--- src/rtl/serial_add_sequencer_pkg.sv ---
// Shared definitions for the bit-serial add/subtract sequencer:
// FSM state encoding, operation encoding and the saturation helper.
package serial_add_sequencer_pkg;

    typedef enum logic [1:0] {
        IDLE = 2'd0,
        RUN  = 2'd1,
        DONE = 2'd2
    } state_t;

    localparam logic OP_ADD = 1'b0;
    localparam logic OP_SUB = 1'b1;

    // Widest operand the sequencer supports; the saturation helper works at this width
    localparam int MAX_WIDTH = 32;

    // Clamp value for an out-of-range result: all-ones for an add overflow,
    // all-zeros for a subtract borrow. Only the low 'width' bits are meaningful.
    function automatic logic [MAX_WIDTH-1:0] sat_value(input logic op, input int width);
        logic [MAX_WIDTH-1:0] ones;
        ones = '0;
        for (int i = 0; i < MAX_WIDTH; i++) begin
            if (i < width) begin
                ones[i] = 1'b1;
            end
        end
        return (op == OP_SUB) ? '0 : ones;
    endfunction

endpackage

--- src/rtl/serial_add_sequencer_fulladder.sv ---
// Single 1-bit full-adder cell, time-shared by the sequencer across all bit positions.
module serial_add_sequencer_fulladder (
    input  logic a,
    input  logic b,
    input  logic cin,
    output logic sum,
    output logic cout
);

    assign sum  = a ^ b ^ cin;
    assign cout = (a & b) | (cin & (a ^ b));

endmodule

--- src/rtl/serial_add_sequencer.sv ---
// Bit-serial add/subtract engine: one full-adder cell processes the operands
// LSB first over WIDTH cycles, with a registered carry between bit steps.
// Operands arrive and results leave over valid/ready handshakes.
module serial_add_sequencer
    import serial_add_sequencer_pkg::*;
#(
    parameter int WIDTH    = 8,
    parameter int SATURATE = 0
) (
    input  logic             clk,
    input  logic             rst_n,
    input  logic             in_valid,
    output logic             in_ready,
    input  logic             op_sub,
    input  logic [WIDTH-1:0] a,
    input  logic [WIDTH-1:0] b,
    input  logic             abort,
    output logic             busy,
    output logic             out_valid,
    input  logic             out_ready,
    output logic [WIDTH-1:0] result,
    output logic             carry_out,
    output logic             range_flag
);

    localparam int              CNT_W    = $clog2(WIDTH);
    localparam logic [CNT_W-1:0] LAST_CNT = CNT_W'(WIDTH - 1);

    state_t           state;
    logic [WIDTH-1:0] sh_a;
    logic [WIDTH-1:0] sh_b;
    logic             carry_reg;
    logic             op_reg;
    logic [CNT_W-1:0] cnt;

    logic             fa_sum;
    logic             fa_cout;
    logic [WIDTH-1:0] final_sum;
    logic             final_flag;
    logic [WIDTH-1:0] clamp_val;

    serial_add_sequencer_fulladder u_fulladder (
        .a    (sh_a[0]),
        .b    (sh_b[0]),
        .cin  (carry_reg),
        .sum  (fa_sum),
        .cout (fa_cout)
    );

    // sh_a doubles as the result accumulator: the sum bit enters at the MSB as
    // the consumed operand bit leaves at the LSB, so after WIDTH steps it holds the sum.
    assign final_sum  = {fa_sum, sh_a[WIDTH-1:1]};
    assign final_flag = (op_reg == OP_SUB) ? ~fa_cout : fa_cout;
    assign clamp_val  = WIDTH'(sat_value(op_reg, WIDTH));

    // Sequencer FSM with operand shift registers, bit counter and registered outputs
    always_ff @(posedge clk or negedge rst_n) begin
        if (!rst_n) begin
            state      <= IDLE;
            in_ready   <= 1'b1;
            busy       <= 1'b0;
            out_valid  <= 1'b0;
            result     <= '0;
            carry_out  <= 1'b0;
            range_flag <= 1'b0;
            sh_a       <= '0;
            sh_b       <= '0;
            carry_reg  <= 1'b0;
            op_reg     <= OP_ADD;
            cnt        <= '0;
        end else begin
            case (state)
                IDLE: begin
                    if (in_valid && in_ready) begin
                        sh_a      <= a;
                        sh_b      <= op_sub ? ~b : b;
                        carry_reg <= op_sub;
                        op_reg    <= op_sub;
                        cnt       <= '0;
                        state     <= RUN;
                        in_ready  <= 1'b0;
                        busy      <= 1'b1;
                    end
                end
                RUN: begin
                    if (abort) begin
                        state    <= IDLE;
                        in_ready <= 1'b1;
                        busy     <= 1'b0;
                    end else begin
                        sh_a      <= final_sum;
                        sh_b      <= {1'b0, sh_b[WIDTH-1:1]};
                        carry_reg <= fa_cout;
                        if (cnt == LAST_CNT) begin
                            state      <= DONE;
                            out_valid  <= 1'b1;
                            carry_out  <= fa_cout;
                            range_flag <= final_flag;
                            result     <= ((SATURATE != 0) && final_flag) ? clamp_val : final_sum;
                        end else begin
                            cnt <= cnt + CNT_W'(1);
                        end
                    end
                end
                DONE: begin
                    if (abort || out_ready) begin
                        state     <= IDLE;
                        out_valid <= 1'b0;
                        busy      <= 1'b0;
                        in_ready  <= 1'b1;
                    end
                end
                default: begin
                    state     <= IDLE;
                    out_valid <= 1'b0;
                    busy      <= 1'b0;
                    in_ready  <= 1'b1;
                end
            endcase
        end
    end

endmodule

--- config.mk ---
export PLATFORM = sky130hd
export DESIGN_NAME = serial_add_sequencer
export DESIGN_NICKNAME = d
export VERILOG_FILES = /design/src/rtl/serial_add_sequencer_pkg.sv /design/src/rtl/serial_add_sequencer_fulladder.sv /design/src/rtl/serial_add_sequencer.sv
export SDC_FILE = /design/constraint.sdc
export NUM_CORES = 1
export LEC_CHECK = 0
export BUFFER_PORTS_ARGS = -buffer_cell sky130_fd_sc_hd__buf_2
export CORE_MARGIN = 2
export CORE_UTILIZATION = 50
export DETAILED_ROUTE_END_ITERATION = 10
export GPL_TIMING_DRIVEN = 0
export PLACE_DENSITY_LB_ADDON = 0.3
export SLEW_MARGIN = 0
export SYNTH_ARGS = -nofsm -noshare
export SYNTH_HDL_FRONTEND = slang
export SYNTH_HIERARCHICAL = 1
export SYNTH_SLANG_ARGS = --single-unit
export TNS_END_PERCENT = 10
--- constraint.sdc ---
create_clock -name clk -period 3 [get_ports clk]
set_input_delay 0.6 -clock clk [delete_from_list [all_inputs] [get_ports clk]]
set_output_delay 0.6 -clock clk [all_outputs]
set_load 0.02 [all_outputs]
Word-level counts from Yosys, hierarchy flattened --
Cells that the tools add are included.
Operators by class: $add $sub $neg 1, equal/unequal tests 10, mux-type cells 31, bitwise operators 9, reductions and logical operators 11
Operator list (count):
- $mux W8 | 5
- $pmux W8 S2 | 2
- $ne A2 B2 Y1 const B | 6
- $reduce_and A3 Y1 | 4
- $mux W1 | 11
- $mux W3 | 3
- $pmux W1 S3 | 3
- $mux W2 | 4
- $not A8 Y8 | 1
- $reduce_and A4 Y1 | 2
- $pmux W2 S3 | 1
- $pmux W3 S2 | 1
- $add A3 B1 Y3 const B | 1
- $eq A3 B3 Y1 const B | 1
- $ne A3 B3 Y1 const B | 1
- $not A1 Y1 | 3
- $and A1 B1 Y1 | 2
- $eq A2 B1 Y1 const B | 1
- $eq A2 B2 Y1 const B | 1
- $logic_not A2 Y1 | 1
- $pmux W1 S2 | 1
- $reduce_and A2 Y1 | 1
- $reduce_bool A2 Y1 | 1
- $xor A1 B1 Y1 | 2
- other kinds (3) | 3
Word-level totals: register bits 36, output and inout bits 13

Longest topological paths before layout --
Gate-level depths: netlist of the first run.
word-level depth 5, mapped depth 6, gate-level depth less buffers 5

Hierarchy --
The synthesis of the first run kept the hierarchy.
Modules (own cells, without submodules):
- serial_add_sequencer | instances 1, cells an instance 135, area each 1780.5 sq um
- serial_add_sequencer_fulladder | instances 1, cells an instance 1, area each 20.0 sq um

Least setup slack after synthesis of the first run --
No wires, ideal clock.
path type register to register, start register cnt[0], end register cnt[0], setup time 0.125 ns, data arrival time 1.682 ns, slack 1.193 ns, stages on the path, launching flop included 6, buffers on the path 0, clock period less this slack 1.807 ns, cell sequence dfrtp_1 ha_1 ha_1 or3b_4 a21oi_4 mux2_2
On the way: cells in the longest elaborated chain, start to end 4, elaborated cells between the ends (all ways) 7, those cells by class add/sub (1); eq/ne (2); mux (3); reduce/logical (1)
RTL lines:
- start, declared | line serial_add_sequencer.sv:34 | logic [CNT_W-1:0] cnt;
- start signal, assigned | line serial_add_sequencer.sv:101 | cnt <= cnt + CNT_W'(1);
- $add A3 B1 Y3 | line serial_add_sequencer.sv:101
- $mux W3 | line serial_add_sequencer.sv:94 | if (cnt == LAST_CNT) begin
- $mux W3 | line serial_add_sequencer.sv:86 | if (abort) begin
- $pmux W3 S2 | line serial_add_sequencer.sv:72 | case (state)
Parallel ways exist; a longest one is shown, timed or not. The select of a mux whose other input is x is not followed. A chain may end at the register's enable or synchronous reset.

Worst setup path in the final report of the first run --
Ends and elaborated chain as after synthesis.

==> results of run 1 <==
-- per-stage QoR --
step,power [mW],worst slack [ns],std cells,utilization [%]
after CTS,0.809,1.04,223,61.4
final,0.796,1.05,223,61.4
after global routing,0.847,0.995,223,61.4
after floorplan,0.516,1.19,136,-
after detailed placement,0.544,1.05,215,59.7
after global placement,0.542,1.09,215,59.7
-- cells by family after synthesis --
family	Yosys count
multiplexers	46
buffers and inverters	16
AO/OA/AOI/OAI	9
XOR/XNOR	9
flip-flops	36
AND/OR/NAND/NOR	17
adder cells (fa/ha/maj)	3
-- path summary, 6_finish.rpt --
check / start / slack (ns) / cells past startpoint / endpoint
max in group asynchronous: rst_n / 2.16 / 1 / sh_b[1]
worst max register to register: cnt[0] / 1.05 / 5 / cnt[0]
min in group clk: abort / 0.51 / 2 / state[1]
worst max-delay path: cnt[0] / 1.05 / 5 / cnt[0]
worst min-delay path: rst_n / 0.33 / 1 / result[7]
worst min register to register: busy / 0.51 / 2 / busy
-- power breakdown --
part	switching (mW)	total, mW	leakage, nW	internal [mW]
combinational	0.0261	0.0484	0.580	0.0223
sequential	0	0.485	0.463	0.485
clock	0.147	0.262	0.0326	0.116
total	0.173	0.796	1.08	0.623
-- per-layer routing --
layer	GRT usage, %	share of wire [%]	vias to the layer above	wire length [um]
li1	-	-	548	-
met1	20.8	41	546	1240
met2	29.9	53	26	1610
met3	5.81	4.4	4	134
met4	8.15	1.5	0	45
met5	0	0	-	0
-- layout make-up --
type / instances / area [sq um] / area share, %
timing repair buffer: 33 / 165 / 7.93
multi-input combinational: 84 / 815 / 39.1
tap: 46 / 57.6 / 2.76
sequential: 36 / 902 / 43.3
clock buffer: 8 / 58.8 / 2.82
inverter: 9 / 33.8 / 1.62
buffer: 7 / 50.0 / 2.40
-- critical path, stage by stage, from the launching register on --
cell     delay, ns
dfrtp_1       0.41
ha_1          0.22
ha_1          0.22
or3b_4        0.40
a21oi_4       0.23
mux2_2        0.36
-- cell usage in the layout (no fill, tap or decap), types with 4 or more instances in the layout --
| cell type | count |
|---|---|
| buf_2 | 36 |
| mux2_1 | 11 |
| clkbuf_4 | 5 |
| nor2_1 | 5 |
| dfrtp_1 | 35 |
| nand2_1 | 4 |
| mux2_2 | 23 |
| mux2i_1 | 12 |
| xor2_1 | 7 |
| inv_1 | 9 |
==> results.py, run 1 <==
metrics = {
    "die": {
        "ioPinCount": 35,
        "die_y_um": 64.0,
        "fp.dieW_um": 64.0,
        "std_cell_rows": 21,
        "start_util_pct": 53.1,
        "coreArea_sq_um": 3390,
        "die_area_sq_um": 4100,
    },
    "detailed_routing": {
        "wl_per_cell_um": 13.6,
        "via_per_inst": 5.04,
        "wl_um": 3030,
        "drt_iter0_markers": 33,
        "drt_first_pass_iters": 4,
        "drc_errors": 0,
        "vias": 1124,
        "ant_nets": 0,
    },
    "setup_path": {
        "worst_ep_required_time_ns": 3.22,
        "end_kind": "register",
        "crit_path_max_fanout": 4,
        "critPathLaunchType": "register",
        "crit_type": "register to register",
        "critPathArrivalTime_ns": 2.16,
    },
    "global_routing": {
        "grt_max_degree": 37,
        "overflow": 0,
        "grt_util_all_layers_pct": 17.9,
        "grt_pass1_wl_um": 5510,
        "grt_pass1_vias": 1238,
        "antenna_found_initial": 0,
    },
    "timing": {
        "fin_crit_ns": 1.95,
        "hold_violations": 0,
        "maxSlewHeadroom_pct": 48.5,
        "setup_violations": 0,
        "fmax_mhz": 514,
        "fin_skew_ns": 0.00959,
        "hold_slack_ns": 0.332,
        "fin_tns_setup_ns": 0,
        "post-route-period-util_pct": 64.9,
        "report.final.slew_viol_count": 0,
        "rsz0062_at_grt": "false",
        "tightestPinTransition_ns": 0.773,
    },
    "pwr": {
        "p_per_area_nw_per_um2": 382,
        "peakVddDrop_v": 0.000273,
        "total_leakage_power_nw": 1.08,
    },
    "synthesis": {
        "ys_types": 29,
        "synth_edf_count": 0,
        "netlist_area_sq_um": 1800,
        "synth-compound-area-share_pct": 4.24,
        "postSynthCellCount": 136,
        "synthAdderAreaFrac_pct": 2.50,
        "synth.top_cell.area_share_pct": 48.6,
        "synth_common_cells": "dfrtp_1 (35), mux2_2 (23), mux2i_1 (12)",
        "ys_async_sr_fraction_pct": 100,
        "yosysMostFrequentCell": "dfrtp_1",
        "syn_avg_cell_area_sq_um": 13.2,
        "synth-xor-area-share_pct": 4.38,
        "synth-seq-area-share_pct": 50.1,
        "syn-num-nets": 161,
        "yosys.area_share.simple_pct": 6.18,
        "yosysWarnings": 6,
        "synthFlopType": "dfrtp_1",
        "netlist_top_cells_area": "dfrtp_1 (49%), mux2_2 (14%), mux2_1 (6.9%)",
        "synth.area.mux_share_pct": 27.9,
        "synth_top_family_by_area": "multiplexers",
        "ys_ff_latch": 36,
        "yosysTopAreaCell": "dfrtp_1",
    },
    "cells_and_area": {
        "finalNetCount": 201,
        "syn_to_final_growth_pct": 15.6,
        "drive_gt1_share_pct": 42.4,
        "diodes": 0,
        "fillers": 287,
        "top_regs": "result (8), sh_a (8), sh_b (8)",
        "final_area_sq_um": 2080,
    },
    "worst_hold_path": {
        "hold_path.class": "input pin to asynchronous set/reset pin",
    },
    "clocking": {
        "cts.clk_slew.worst_paths_ns": 0.11,
        "cts_htree_levels": 2,
        "cts_sinks": 36,
        "post_cts_buffers": 0,
        "clockBufferDepth": 2,
        "cts_tree": "yes",
        "cts_buffers": 5,
        "clk_latency_ns": 0.33,
        "cts_resized": 0,
        "clockRootBuffer": "clkbuf_4",
        "holdBufCountCts": 0,
    },
    "job": {
        "drv_cap": 0,
    },
    "placement": {
        "hpwl_um": 2310,
        "place_area_sq_um": 2020,
        "finalWeightedCongestion": 0.743,
        "port_buffers": 33,
    },
    "status": {
        "status": "completed",
    },
}
Note: power is estimated with default switching activity, not from simulation.
==> run 2, diff against run 1 <==
--- a/config.mk
+++ b/config.mk
@@ -5,6 +5,7 @@
 export SDC_FILE = /design/constraint.sdc
 export NUM_CORES = 1
 export LEC_CHECK = 0
+export ABC_AREA = 1
 export BUFFER_PORTS_ARGS = -buffer_cell sky130_fd_sc_hd__buf_2
 export CORE_MARGIN = 2
 export CORE_UTILIZATION = 50
==> constraint.sdc (replaced) <==
create_clock -name clk -period 1.7 [get_ports clk]
set_input_delay 0.34 -clock clk [delete_from_list [all_inputs] [get_ports clk]]
set_output_delay 0.34 -clock clk [all_outputs]
set_load 0.02 [all_outputs]
==> run 2 against run 1 <==
Compared with the run above:
- non-clock buffer count grew 3
- critical endpoint is now result[1]
- fmax grew 34%
- synthesized cell count grew 75%
==> results.py, run 2 <==
metrics = {
    "job": {
        "drv_cap": 0,
    },
    "cells_and_area": {
        "diodes": 0,
        "syn_to_final_growth_pct": 15.0,
        "final_area_sq_um": 2430,
        "final_common_cell": "nand2_1",
        "top_regs": "result (8), sh_a (8), sh_b (8)",
        "fin_cells": 329,
        "drive_gt1_share_pct": 35.5,
        "finalNetCount": 303,
        "final_util_pct": 60.3,
        "mostFrequentLayoutCells": "nand2_1 (61), nand3_1 (35), dfrtp_1 (35)",
    },
    "setup_path": {
        "critPathArrivalTime_ns": 1.67,
        "critPathLaunchType": "register",
        "cp_num_buf_inv": 2,
        "reg2reg_depth": 8,
        "critPathTopFamily": "adder cells",
        "worst_ep_required_time_ns": 1.91,
        "crit_type": "register to register",
        "crit_path_max_fanout": 10,
        "end_kind": "register",
        "cpMaxStageDelayCell": "dfrtp_1",
        "crit_cells": 8,
        "path_cells": "ha_1, ha_1, nand2_1, nor2_8, inv_6, buf_12, nand2_4, o21ai_2",
        "max_stage_delay_ns": 0.40,
        "crit_top_cell": "ha_1",
    },
    "clocking": {
        "post_cts_buffers": 0,
        "cts_tree": "yes",
        "cts_htree_levels": 2,
        "cts_resized": 0,
        "cts_buffers": 5,
        "clockBufferDepth": 2,
        "holdBufCountCts": 0,
        "clockRootBuffer": "clkbuf_8",
        "clk_latency_ns": 0.28,
        "cts_sinks": 36,
        "cts.clk_slew.worst_paths_ns": 0.07,
    },
    "synthesis": {
        "ys_ff_latch": 36,
        "ys_types": 29,
        "yosysTopAreaCell": "dfrtp_1",
        "synthFlopType": "dfrtp_1",
        "syn-num-nets": 263,
        "yosysMostFrequentCell": "nand2_1",
        "ys_async_sr_fraction_pct": 100,
        "synth_common_cells": "nand2_1 (61), dfrtp_1 (35), nand3_1 (35)",
        "syn_avg_cell_area_sq_um": 8.87,
        "synth-seq-area-share_pct": 42.7,
        "synth.top_cell.area_share_pct": 41.5,
        "synth_edf_count": 0,
        "netlist_area_sq_um": 2110,
        "yosysWarnings": 6,
        "postSynthCellCount": 238,
        "netlist_top_cells_area": "dfrtp_1 (41%), nand2_1 (11%), nand3_1 (8.3%)",
    },
    "timing": {
        "rsz0062_at_grt": "false",
        "fmax_mhz": 688,
        "hold_slack_ns": 0.129,
        "fin_skew_ns": 0.00441,
        "maxSlewHeadroom_pct": 47.8,
        "tightestPinTransition_ns": 0.784,
        "fin_ws_ns": 0.246,
        "fin_tns_setup_ns": 0,
        "post-route-period-util_pct": 85.6,
        "fin_crit_ns": 1.45,
        "setup_violations": 0,
        "report.final.slew_viol_count": 0,
        "hold_violations": 0,
    },
    "die": {
        "fp.dieW_um": 69.0,
        "die_area_sq_um": 4760,
        "std_cell_rows": 23,
        "coreArea_sq_um": 4030,
        "die_y_um": 69.0,
        "start_util_pct": 52.4,
        "ioPinCount": 35,
    },
    "detailed_routing": {
        "wl_per_cell_um": 12.1,
        "drt_first_pass_iters": 4,
        "drc_errors": 0,
        "drt_iter0_markers": 59,
        "wl_um": 4000,
        "via_per_inst": 4.98,
        "vias": 1640,
        "ant_nets": 0,
    },
    "worst_hold_path": {
        "hold_path.class": "input pin to asynchronous set/reset pin",
    },
    "placement": {
        "place_area_sq_um": 2340,
        "placedCellCount": 321,
        "finalWeightedCongestion": 0.747,
        "port_buffers": 33,
        "detailedPlace.worstSlack_ns": 0.261,
        "hpwl_um": 2960,
    },
    "pwr": {
        "peakVddDrop_v": 0.000594,
        "total_leakage_power_nw": 1.33,
        "totalPowerFinal_mw": 3.54,
        "p_per_area_nw_per_um2": 1460,
    },
    "global_routing": {
        "grt_pass1_vias": 1487,
        "antenna_found_initial": 0,
        "grt_util_all_layers_pct": 19.5,
        "grt_max_degree": 37,
        "grt_pass1_wl_um": 6600,
        "overflow": 0,
    },
    "status": {
        "status": "completed",
    },
}
==> run 2: changes by cell type after synthesis, moves of 10 or more <==
cell     previous run  this run
o21ai_1             0        10
inv_1               9        25
nand2_2             0        20
nand2_1             4        61
mux2_1             11         0
mux2_2             23         0
mux2i_1            12         0
nand3_1             0        35
==> run 2: final cells by class <==
| type | count | area, sq um |
|---|---|---|
| clock buffers | 8 | 90.1 |
| flip-flops and latches | 36 | 902 |
| plain buffers | 10 | 125 |
| well taps | 50 | 62.6 |
| inverters | 28 | 113 |
| multi-input cells | 164 | 972 |
| fillers | 387 | 1600 |
| repair buffers | 33 | 165 |
==> run 2: worst register-to-register path, stage by stage (launching register included) <==
cell and delay [ns]:
dfrtp_1 0.40, ha_1 0.22, ha_1 0.22, nand2_1 0.17, nor2_8 0.05, inv_6 0.06, buf_12 0.15, nand2_4 0.06
o21ai_2 0.05
==> run 2: per-layer routing <==
metal | vias up | part of all wire, % | global-route usage (%)
met2 | 35 | 49 | 32.2
met4 | 0 | 0.75 | 7.35
met1 | 770 | 45 | 23.9
met3 | 2 | 4.3 | 5.84
li1 | 833 | - | -
met5 | - | 0 | 0
==> run 2: cell families after synthesis <==
logic type / after synthesis / share of synthesized area (%)
compound gates: 19 / 6.10
xor+xnor: 2 / 0.830
fa+ha+maj: 3 / 2.13
buf+inv: 38 / 11.3
flops: 36 / 42.7
simple gates: 140 / 37.0
==> run 2: final timing paths <==
check | startpoint | slack (ns) | to
max | cnt[0] | 0.25 | result[1]
min | rst_n | 0.13 | sh_b[3]
max reg2reg | cnt[0] | 0.25 | result[1]
min reg2reg | in_ready | 0.47 | in_ready
max in group asynchronous | rst_n | 1.07 | sh_a[6]
min in group clk | b[7] | 0.34 | sh_b[7]
==> run 2: power breakdown <==
part / switching, mW / total [mW] / internal, mW / leakage, nW
logic: 0.994 / 1.63 / 0.638 / 0.817
clock network: 0.287 / 0.618 / 0.330 / 0.0455
registers: 0.154 / 1.29 / 1.14 / 0.469
